### config.mk
export PLATFORM = sky130hd
export DESIGN_NAME = lnrv_icb_splt
export DESIGN_NICKNAME = d
export VERILOG_FILES = /design/src/rtl/lnrv_icb_splt.sv
export SDC_FILE = /design/constraint.sdc
export NUM_CORES = 1
export LEC_CHECK = 0
export ABC_CLOCK_PERIOD_IN_PS = 2700
export CAP_MARGIN = 20
export CORE_AREA = 2 2 204 206
export DETAILED_ROUTE_END_ITERATION = 10
export DIE_AREA = 0 0 206 208
export GPL_ROUTABILITY_DRIVEN = 0
export GPL_TIMING_DRIVEN = 0
export PLACE_DENSITY = 0.4
export SYNTH_ARGS = -nofsm -noshare
export SYNTH_HDL_FRONTEND = slang
export SYNTH_SLANG_ARGS = --single-unit
### constraint.sdc
create_clock -name clk -period 2.7 [get_ports clk]
set_clock_uncertainty 0.15 [all_clocks]
set_input_delay 0.675 -clock clk [delete_from_list [all_inputs] [get_ports clk]]
set_output_delay 0.675 -clock clk [all_outputs]
set_load 0.03 [all_outputs]
### src/rtl/lnrv_icb_splt.sv
// ICB 1-to-N splitter: address-decoded command fan-out with an in-order
// outstanding-id FIFO steering responses back upstream. Unmapped addresses
// go to an internal default slave that answers with an error.
module lnrv_icb_splt #(
  parameter int P_ADDR_WIDTH = 32,
  parameter int P_DATA_WIDTH = 32,
  parameter int P_ICB_COUNT  = 4,
  parameter int P_OTS_COUNT  = 2,
  parameter logic [P_ICB_COUNT*P_ADDR_WIDTH-1:0] P_BASE_ADDR =
    {32'h3000_0000, 32'h2000_0000, 32'h1000_0000, 32'h0000_0000},
  parameter logic [P_ICB_COUNT*P_ADDR_WIDTH-1:0] P_ADDR_MASK = {4{32'hF000_0000}}
) (
  input  logic                                  clk,
  input  logic                                  reset,
  input  logic                                  m_icb_cmd_vld,
  output logic                                  m_icb_cmd_rdy,
  input  logic                                  m_icb_cmd_write,
  input  logic [P_ADDR_WIDTH-1:0]               m_icb_cmd_addr,
  input  logic [P_DATA_WIDTH-1:0]               m_icb_cmd_wdata,
  input  logic [P_DATA_WIDTH/8-1:0]             m_icb_cmd_wstrb,
  output logic                                  m_icb_rsp_vld,
  input  logic                                  m_icb_rsp_rdy,
  output logic [P_DATA_WIDTH-1:0]               m_icb_rsp_rdata,
  output logic                                  m_icb_rsp_err,
  output logic [P_ICB_COUNT-1:0]                sn_icb_cmd_vld,
  input  logic [P_ICB_COUNT-1:0]                sn_icb_cmd_rdy,
  output logic [P_ICB_COUNT-1:0]                sn_icb_cmd_write,
  output logic [P_ICB_COUNT*P_ADDR_WIDTH-1:0]   sn_icb_cmd_addr,
  output logic [P_ICB_COUNT*P_DATA_WIDTH-1:0]   sn_icb_cmd_wdata,
  output logic [P_ICB_COUNT*P_DATA_WIDTH/8-1:0] sn_icb_cmd_wstrb,
  input  logic [P_ICB_COUNT-1:0]                sn_icb_rsp_vld,
  output logic [P_ICB_COUNT-1:0]                sn_icb_rsp_rdy,
  input  logic [P_ICB_COUNT*P_DATA_WIDTH-1:0]   sn_icb_rsp_rdata,
  input  logic [P_ICB_COUNT-1:0]                sn_icb_rsp_err
);

  localparam int N  = P_ICB_COUNT;
  localparam int AW = P_ADDR_WIDTH;
  localparam int DW = P_DATA_WIDTH;
  localparam int IW = P_ICB_COUNT + 1;
  localparam int PW = (P_OTS_COUNT > 1) ? $clog2(P_OTS_COUNT) : 1;
  localparam int CW = $clog2(P_OTS_COUNT + 1);
  localparam logic [CW-1:0] CNT_MAX  = CW'(P_OTS_COUNT);
  localparam logic [PW-1:0] PTR_LAST = PW'(P_OTS_COUNT - 1);

  // sel / head are one-hot target ids; bit N is the default slave
  logic [IW-1:0] sel;
  logic [IW-1:0] head;
  logic [IW-1:0] ots_id [P_OTS_COUNT];
  logic [PW-1:0] wptr;
  logic [PW-1:0] rptr;
  logic [CW-1:0] cnt;
  logic          ots_full;
  logic          ots_empty;
  logic          sel_rdy;
  logic          push;
  logic          pop;

  // Address decode; lowest matching port wins, no match selects the default slave
  always_comb begin
    logic found;
    sel   = '0;
    found = 1'b0;
    for (int i = 0; i < N; i++) begin
      if (!found && ((m_icb_cmd_addr & P_ADDR_MASK[i*AW +: AW]) ==
                     (P_BASE_ADDR[i*AW +: AW] & P_ADDR_MASK[i*AW +: AW]))) begin
        sel[i] = 1'b1;
        found  = 1'b1;
      end
    end
    sel[N] = !found;
  end

  // Full is taken from the registered count only, so a same-cycle pop
  // never opens the command path
  assign ots_full  = (cnt == CNT_MAX);
  assign ots_empty = (cnt == '0);

  assign sel_rdy        = (|(sel[N-1:0] & sn_icb_cmd_rdy)) | sel[N];
  assign m_icb_cmd_rdy  = !ots_full & sel_rdy;
  assign sn_icb_cmd_vld = {N{m_icb_cmd_vld & !ots_full}} & sel[N-1:0];
  assign push           = m_icb_cmd_vld & m_icb_cmd_rdy;

  assign sn_icb_cmd_write = {N{m_icb_cmd_write}};
  assign sn_icb_cmd_addr  = {N{m_icb_cmd_addr}};
  assign sn_icb_cmd_wdata = {N{m_icb_cmd_wdata}};
  assign sn_icb_cmd_wstrb = {N{m_icb_cmd_wstrb}};

  // Only the oldest outstanding target may talk back upstream
  assign head           = ots_empty ? '0 : ots_id[rptr];
  assign sn_icb_rsp_rdy = head[N-1:0] & {N{m_icb_rsp_rdy}};
  assign m_icb_rsp_vld  = (|(head[N-1:0] & sn_icb_rsp_vld)) | head[N];
  assign m_icb_rsp_err  = (|(head[N-1:0] & sn_icb_rsp_err)) | head[N];
  assign pop            = m_icb_rsp_vld & m_icb_rsp_rdy;

  // Response data mux; default slave returns zero
  always_comb begin
    m_icb_rsp_rdata = '0;
    for (int i = 0; i < N; i++) begin
      if (head[i]) m_icb_rsp_rdata = m_icb_rsp_rdata | sn_icb_rsp_rdata[i*DW +: DW];
    end
  end

  // FIFO pointers and occupancy count
  always_ff @(posedge clk or posedge reset) begin
    if (reset) begin
      wptr <= '0;
      rptr <= '0;
      cnt  <= '0;
    end else begin
      if (push) wptr <= (wptr == PTR_LAST) ? '0 : wptr + 1'b1;
      if (pop)  rptr <= (rptr == PTR_LAST) ? '0 : rptr + 1'b1;
      case ({push, pop})
        2'b10:   cnt <= cnt + 1'b1;
        2'b01:   cnt <= cnt - 1'b1;
        default: cnt <= cnt;
      endcase
    end
  end

  // FIFO storage; entries are only read while counted, so no reset needed
  always_ff @(posedge clk) begin
    if (push) ots_id[wptr] <= sel;
  end

endmodule
==> results_dict.tcl, run 1 <==
set metrics [dict create \
    status "finished, violations left" \
    violations "negative setup slack" \
    seq_power_share_pct 6.1 \
    grtUsageMet2_pct 17.9 \
    p_comb_share_pct 88.8 \
    rows 74 \
    synth_cells 458 \
    core_area_mm2 0.0406 \
    synth_most_common_cell "buf_4" \
    p_leak_uw 0.00407 \
    grt_pass1_wl_um 27000 \
    routed_wl_um 19800 \
    cp.arrival_ps 1930 \
    drive_gt1_share_pct 42.8 \
    slowest_stage "dfrtp_1" \
    grt-ovfl-total 0 \
    synth_compound_area_share_pct 15.2 \
    dr_total_vias 4564 \
    synth-xor-area-share_pct 1.24 \
    place_area_mm2 0.00886 \
    dieHeight_um 208 \
    synth_fa_ha_area_share_pct 0.354 \
    firstDrtPassIters 4 \
    critPathKind "reg2out" \
    power_density_mw_per_mm2 605 \
    grt_setup_unrepaired "true" \
    min_path_type "reg2reg" \
    period_needed_ps 2750 \
    cts_tree "built" \
    start_util_pct 8.71 \
    dp_hpwl_um 17900 \
    synth_edf_count 10 \
    clockRootBuffer "clkbuf_16" \
    use_met3_pct 2.29 \
    ant_nets 0 \
    path_buf_inv 4 \
    path_cells "buf_6 -> nor2_4 -> nor2_4 -> clkbuf_16 -> buf_6 -> a22oi_2 -> nand2_1 -> buf_6" \
    antenna_found_initial 0 \
    synth_top_area_share_pct 58.6 \
    synth_nets 672 \
    swShare_pct 50.8 \
    relSlewSlack_pct 68.6 \
    first_global_vias 4571 \
    ys_seq_area_share_pct 11.3 \
    ir_drop_mv 0.454 \
    synth_commonest_cells "buf_4 (276), a22oi_1 (64), nand2_1 (35)" \
    tightest_slew_ps 469 \
    layout_setup_ws_ps -53.9 \
    synth-main-ff-cell "edfxtp_1" \
    num-nets-final 1162 \
    grt_max_degree 12 \
    yosys_warnings 0 \
    synth_top_family_by_area "buffers and inverters" \
    syn_area_per_cell_um2 7.71 \
    wl_per_cell_um 13.4 \
    ys_async_sr_fraction_pct 28.6 \
    die-area_mm2 0.0428 \
    internal_power_uw 2800 \
    grt-busiest-layer "met2" \
    areaGrowthSynthToFinish_pct 166 \
    io_pins 532 \
    die_w_um 206 \
    yosysTopAreaCell "buf_4" \
    ctsHtreeMaxLevel 1 \
    path_clk_slew_ps 50 \
    synth_cell_types 28 \
    drcViolationCount 0 \
    crit_top_cell "buf_6" \
    finalSetupViolations 17 \
    critical-path-top-delay-family "buffers and inverters" \
    drv_slew 0 \
    grt_util_all_layers_pct 8.26 \
    fin_util_pct 23.1 \
    design_area_mm2 0.00939 \
    clkSinkCount 14 \
    synth_mux_area_share_pct 2.05 \
    clock_path_buffers 2 \
    syn_area_mm2 0.00353 \
    use_met1_pct 7.08 \
    start_kind "flop" \
    io_buffer_count 466 \
    synth_area_leaders "buf_4 (59%), a22oi_1 (14%), edfxtp_1 (8.5%)" \
    switchingPower_uw 2890 \
    power_frac_clock_pct 5.0 \
    path_max_fanout 7 \
    timing.fmax_ghz 0.363 \
    clk_latency_ps 250 \
    period_share_pct 102 \
    ys_ff_latch 14 \
    end_kind "output port" \
    maxCapViolations 0 \
    cts_buffers 3 \
    hold_viol_final 0 \
    yosys.area_share.simple_pct 8.11 \
    num_antenna_cells 0 \
    critPathMaxStageDelay_ps 370 \
    via_per_inst 3.09 \
    drt_iter0_drc 90 \
    required_ps 1880 \
]
final cells by class:
cell class	instances	area [um^2]
Inverter	6	22.5
Timing Repair Buffer	486	4760
Multi-Input combinational cell	147	1210
Fill cell	4498	31200
Tap cell	532	666
Clock buffer	3	75.1
Sequential cell	14	400
Buffer	290	2250
Clock inverter	1	3.75
flip-flops by register name (all words and copies together) (netlist names):
| signal | count |
|---|---|
| wptr | 1 |
| ots_id | 10 |
| cnt | 2 |
| rptr | 1 |
logic make-up after synthesis:
group                    after synthesis
adder cells (fa/ha/maj)                1
flip-flops                            14
XOR/XNOR                               5
buffers and inverters                297
AO/OA/AOI/OAI                         72
multiplexers                           6
AND/OR/NAND/NOR                       63
what timing repair did:
item,CTS,global route
setup buffers,12,8
hold buffers,0,0
gates resized for setup,292,84
pin swaps,9,12
endpoints found under the setup margin,71,50
final timing paths:
path / startpoint / to / slack [ps] / cells after the start
worst max-delay path: cnt[0] / m_icb_rsp_rdata[19] / -50 / 8
worst min-delay path: wptr / wptr / 340 / 1
worst max register to register: cnt[0] / cnt[1] / 270 / 9
worst min register to register: wptr / wptr / 340 / 1
max in group asynchronous: reset / wptr / 1750 / 2
min in group asynchronous: reset / cnt[1] / 480 / 2
per-layer routing:
layer  up-vias  wire length, um
li1       2228                -
met1      2018             5950
met2       303            11300
met3        15             2230
met4         0              357
met5         -                0
cells in the final DEF (no fill, tap or decap), drive strengths merged, types with 3 or more instances in the layout:
master,n
clkdlybuf4s50,408
buf,346
a22oi,64
nand2,35
nor2,13
clkbuf,13
edfxtp,10
dlygate4sd2,8
inv,6
xnor2,5
mux2i,5
and2,4
dfrtp,4
dlymetal6s2s,4
nor3b,3
o21ai,3
nor3,3
metrics by stage:
stage | setup TNS [ps] | hold WS [ps] | instances | setup slack (ps) | power [uW]
global placement | -43090 | 334 | 1456 | -1190 | 4830
finish | -352 | 343 | 1479 | -53.9 | 5680
floorplan | 0 | 291 | 458 | 8.63 | 2900
detailed placement | -41620 | 343 | 1456 | -1150 | 4800
global route | -3090 | 391 | 1479 | -150 | 6000
CTS | -1940 | 348 | 1472 | -171 | 5560
power groups by stage:
stage	Sequential [uW]	Combinational, uW	Clock, uW
floorplan	328	2570	0
global placement	335	4500	0
detailed placement	337	4460	0
CTS	347	4930	287
global route	359	5350	294
finish	349	5050	286
(Power assumes the default switching activity.)
==> inputs of run 2 (changes only) <==
--- a/config.mk
+++ b/config.mk
@@ -10,9 +10,10 @@
 export CORE_AREA = 2 2 204 206
 export DETAILED_ROUTE_END_ITERATION = 10
 export DIE_AREA = 0 0 206 208
+export DONT_BUFFER_PORTS = 1
 export GPL_ROUTABILITY_DRIVEN = 0
 export GPL_TIMING_DRIVEN = 0
-export PLACE_DENSITY = 0.4
+export PLACE_DENSITY = 0.3
 export SYNTH_ARGS = -nofsm -noshare
 export SYNTH_HDL_FRONTEND = slang
 export SYNTH_SLANG_ARGS = --single-unit
==> results_dict.tcl, run 2 (same netlist as run 1, synthesis figures left out) <==
set metrics [dict create \
    status "completed" \
    via_per_inst 2.91 \
    ant_nets 0 \
    r2r_slack_ps 280 \
    drive_gt1_share_pct 75.5 \
    die_w_um 206 \
    path_clk_slew_ps 50 \
    antenna_found_initial 1 \
    r2r-end "cnt[1]" \
    relSlewSlack_pct 52.8 \
    grt_pass1_wl_um 18800 \
    dr_total_vias 2927 \
    routed_wl_um 14700 \
    min_path_type "in2async" \
    end_kind "output port" \
    critPathKind "reg2out" \
    dp_hpwl_um 12900 \
    maxCapViolations 0 \
    start_util_pct 8.71 \
    finalSetupViolations 0 \
    grt_util_all_layers_pct 5.99 \
    clockRootBuffer "clkbuf_16" \
    period_share_pct 97.9 \
    rows 74 \
    timing.fmax_ghz 0.378 \
    pre_cts_ws_ps -1030 \
    die-area_mm2 0.0428 \
    design_area_mm2 0.00467 \
    grt_setup_unrepaired "true" \
    drcViolationCount 0 \
    power_density_mw_per_mm2 922 \
    io_pins 532 \
    core_area_mm2 0.0406 \
    cts_hold_buf 0 \
    required_ps 1880 \
    grt_max_degree 12 \
    ff2ff_path_depth 9 \
    path_max_fanout 10 \
    dieHeight_um 208 \
    top_regs "ots_id (10), cnt (2)" \
    tightest_slew_ps 701 \
    num_antenna_cells 0 \
    r2r_start "rptr" \
    cp.arrival_ps 1820 \
    num-nets-final 689 \
    largest_reg_flops 10 \
    hold_viol_final 0 \
    period_needed_ps 2640 \
    wl_per_cell_um 14.6 \
    cts_tree "built" \
    start_kind "flop" \
    ctsHtreeMaxLevel 1 \
    drv_slew 0 \
    drt_iter0_drc 83 \
    clk_latency_ps 240 \
    whs_ps 78.3 \
    areaGrowthSynthToFinish_pct 32.0 \
    io_buffer_count 0 \
    first_global_vias 2759 \
    p_leak_uw 0.00209 \
    mostFrequentLayoutCell "buf_4" \
    place_area_mm2 0.00420 \
    firstDrtPassIters 6 \
    final_cell_mix "buf_4 (289), a22oi_1 (58), nand2_2 (28)" \
    clock_path_buffers 2 \
    layout_setup_ws_ps 57.5 \
    ir_drop_mv 0.584 \
    cts_buffers 3 \
    largest_register "ots_id" \
    clkSinkCount 14 \
    grt-ovfl-total 0 \
]
## run 2: routing by layer
layer / wire length, um / vias up / global-route usage (%)
met5: 13 / - / 0
li1: - / 1287 / -
met1: 5190 / 1326 / 6.28
met4: 334 / 2 / 1.70
met3: 1170 / 20 / 0.783
met2: 8020 / 292 / 12.1
## run 2: how the worst max path moves through the flow
stage                            start             endpoint  slack, ps  depth (start not counted)
finish                            rptr  m_icb_rsp_rdata[27]         60                          6
global route                      rptr  m_icb_rsp_rdata[11]        -50                          6
CTS                               rptr  m_icb_rsp_rdata[11]        -40                          6
detailed placement                rptr  m_icb_rsp_rdata[12]      -1030                          6
global placement                  rptr  m_icb_rsp_rdata[12]      -1030                          6
floorplan           m_icb_cmd_addr[31]    sn_icb_cmd_vld[0]          9                          3
## run 2: layout make-up
class | count | area, um^2
Clock buffer | 3 | 75.1
Fill cell | 4677 | 35900
Multi-Input combinational cell | 147 | 1160
Clock inverter | 1 | 3.75
Buffer | 290 | 2220
Inverter | 6 | 22.5
Sequential cell | 14 | 400
Tap cell | 532 | 666
Timing Repair Buffer | 13 | 111
## run 2: where the power goes
group | total (uW) | switching, uW | internal, uW
Sequential | 347 | 45.5 | 302
Clock | 281 | 85.1 | 196
Combinational | 3670 | 2520 | 1160
Total | 4300 | 2650 | 1660
## run 2: timing repair
item                       CTS  global route
gates resized for setup     60            22
setup endpoints to repair   38            33
pin swaps                    8             5
setup buffers                6             6
## run 2: stage by stage
stage	utilization, %	power, uW	std cells	setup TNS (ps)
floorplan	-	2900	458	0
global placement	10.4	3530	990	-16810
detailed placement	10.4	3510	991	-15850
CTS	11.2	4220	1000	-90.1
global route	11.5	4560	1006	-170
finish	11.5	4300	1006	0
## run 2: worst max-delay path, stage by stage (launching register included)
cell	delay, ps
dfrtp_1	380
buf_8	150
mux2i_4	200
nor2_4	240
buf_2	290
a22oi_1	140
nand2_2	180
==> inputs of run 3 (changes only) <==
--- a/config.mk
+++ b/config.mk
@@ -6,7 +6,6 @@
 export NUM_CORES = 1
 export LEC_CHECK = 0
 export ABC_CLOCK_PERIOD_IN_PS = 2700
-export CAP_MARGIN = 20
 export CORE_AREA = 2 2 204 206
 export DETAILED_ROUTE_END_ITERATION = 10
 export DIE_AREA = 0 0 206 208
==> results_dict.tcl, run 3 (same netlist as run 1, synthesis figures left out) <==
set metrics [dict create \
    first_global_vias 2790 \
    drive_gt1_share_pct 76.9 \
    tns_ps 0 \
    io_pins 532 \
    die-area_mm2 0.0428 \
    path_clk_slew_ps 40 \
    drcViolationCount 0 \
    dr_total_vias 2937 \
    routed_wl_um 14700 \
    largest_reg_flops 10 \
    final_cell_mix "buf_4 (288), a22oi_1 (54), nand2_2 (29)" \
    period_needed_ps 2680 \
    tightest_slew_ps 799 \
    num_antenna_cells 0 \
    ctsHtreeMaxLevel 1 \
    start_kind "flop" \
    clockRootBuffer "clkbuf_16" \
    die_w_um 206 \
    areaGrowthSynthToFinish_pct 31.6 \
    maxCapViolations 0 \
    required_ps 1880 \
    firstDrtPassIters 4 \
    path_buf_inv 2 \
    dp_hpwl_um 12900 \
    io_buffer_count 0 \
    grt_max_degree 12 \
    mostFrequentLayoutCell "buf_4" \
    pre_cts_ws_ps -993 \
    grt_setup_unrepaired "true" \
    path_max_fanout 10 \
    cts_buffers 3 \
    fillers 4679 \
    grtUsageMet2_pct 12.1 \
    core_area_mm2 0.0406 \
    critPathMaxStageDelay_ps 360 \
    antenna_found_initial 0 \
    relSlewSlack_pct 46.3 \
    rows 74 \
    period_share_pct 99.1 \
    top_regs "ots_id (10), cnt (2)" \
    cp.arrival_ps 1850 \
    r2r_start "cnt[0]" \
    end_kind "output port" \
    whs_ps 79.0 \
    start_util_pct 8.71 \
    largest_register "ots_id" \
    slowest_stage "dfrtp_1" \
    ant_nets 0 \
    grt-busiest-layer "met2" \
    clk_latency_ps 240 \
    fin_util_pct 11.5 \
    grt_util_all_layers_pct 6.00 \
    dieHeight_um 208 \
    critPathKind "reg2out" \
    clkSinkCount 14 \
    min_path_type "in2async" \
    use_met3_pct 0.768 \
    grt-ovfl-total 0 \
    via_per_inst 2.94 \
    wl_per_cell_um 14.7 \
    cts_hold_buf 0 \
    use_met1_pct 6.43 \
    drv_slew 0 \
    status "completed" \
    ir_drop_mv 0.401 \
    cts_tree "built" \
    timing.fmax_ghz 0.374 \
    path_cells "buf_6 -> mux2i_4 -> nor2_4 -> clkbuf_8 -> a22oi_1 -> nand2_2" \
    grt_pass1_wl_um 18900 \
    drt_iter0_drc 72 \
    clock_path_buffers 2 \
    layout_setup_ws_ps 24.8 \
    finalSetupViolations 0 \
    p_leak_uw 0.00206 \
    hold_viol_final 0 \
    critPathLaunch "rptr" \
    critical-path-top-delay-family "simple AND/OR/NAND/NOR gates" \
    power_density_mw_per_mm2 921 \
    num-nets-final 683 \
]
## run 3: cell count changes in the layout (fill, tap and decap cells not counted), sizes merged
cell and delta:
buf -3, clkbuf -3
## run 3: worst paths after layout
| kind | to | slack (ps) | cells after the start |
|---|---|---|---|
| min in group clk | wptr | 340 | 1 |
| hold reg to reg | wptr | 340 | 1 |
| setup reg to reg | cnt[1] | 270 | 10 |
| max in group asynchronous | wptr | 2140 | 1 |
| setup / recovery | m_icb_rsp_rdata[16] | 20 | 6 |
| hold / removal | cnt[0] | 80 | 1 |
## run 3: power by group
group | internal [uW] | switching (uW) | leakage (uW)
registers | 302 | 43.8 | 0.000141
logic | 1120 | 2530 | 0.00188
clock network | 195 | 82.4 | 0.0000385
total | 1620 | 2660 | 0.00206
## run 3: final cells by class
class | instances | area (um^2) | share of cell area (%)
Timing Repair Buffer | 7 | 68.8 | 1.48
Sequential cell | 14 | 400 | 8.61
Buffer | 290 | 2210 | 47.6
Tap cell | 532 | 666 | 14.3
Clock buffer | 3 | 75.1 | 1.62
Clock inverter | 1 | 3.75 | 0.0808
Multi-Input combinational cell | 147 | 1200 | 25.8
Inverter | 6 | 22.5 | 0.485
## run 3: layer usage
layer / part of all wire, % / up-vias
met1: 35 / 1341
met2: 55 / 299
met3: 7.6 / 23
met4: 2.6 / 0
met5: 0 / -
li1: - / 1274
## run 3: through the flow
| stage | area (um^2) | instances | power, uW |
|---|---|---|---|
| 3_5_place_dp | 4200 | 990 | 3500 |
| 3_3_place_gp | 4200 | 990 | 3530 |
| 5_1_grt | 4650 | 1000 | 4530 |
| 2_1_floorplan | 3530 | 458 | 2900 |
| 4_1_cts | 4530 | 999 | 4170 |
| 6_report | 4650 | 1000 | 4280 |
## run 3: repair_timing
action	in CTS	in global routing
buffers inserted	5	2
setup endpoints to repair	39	33
gates resized for setup	63	29
pin swaps	5	7
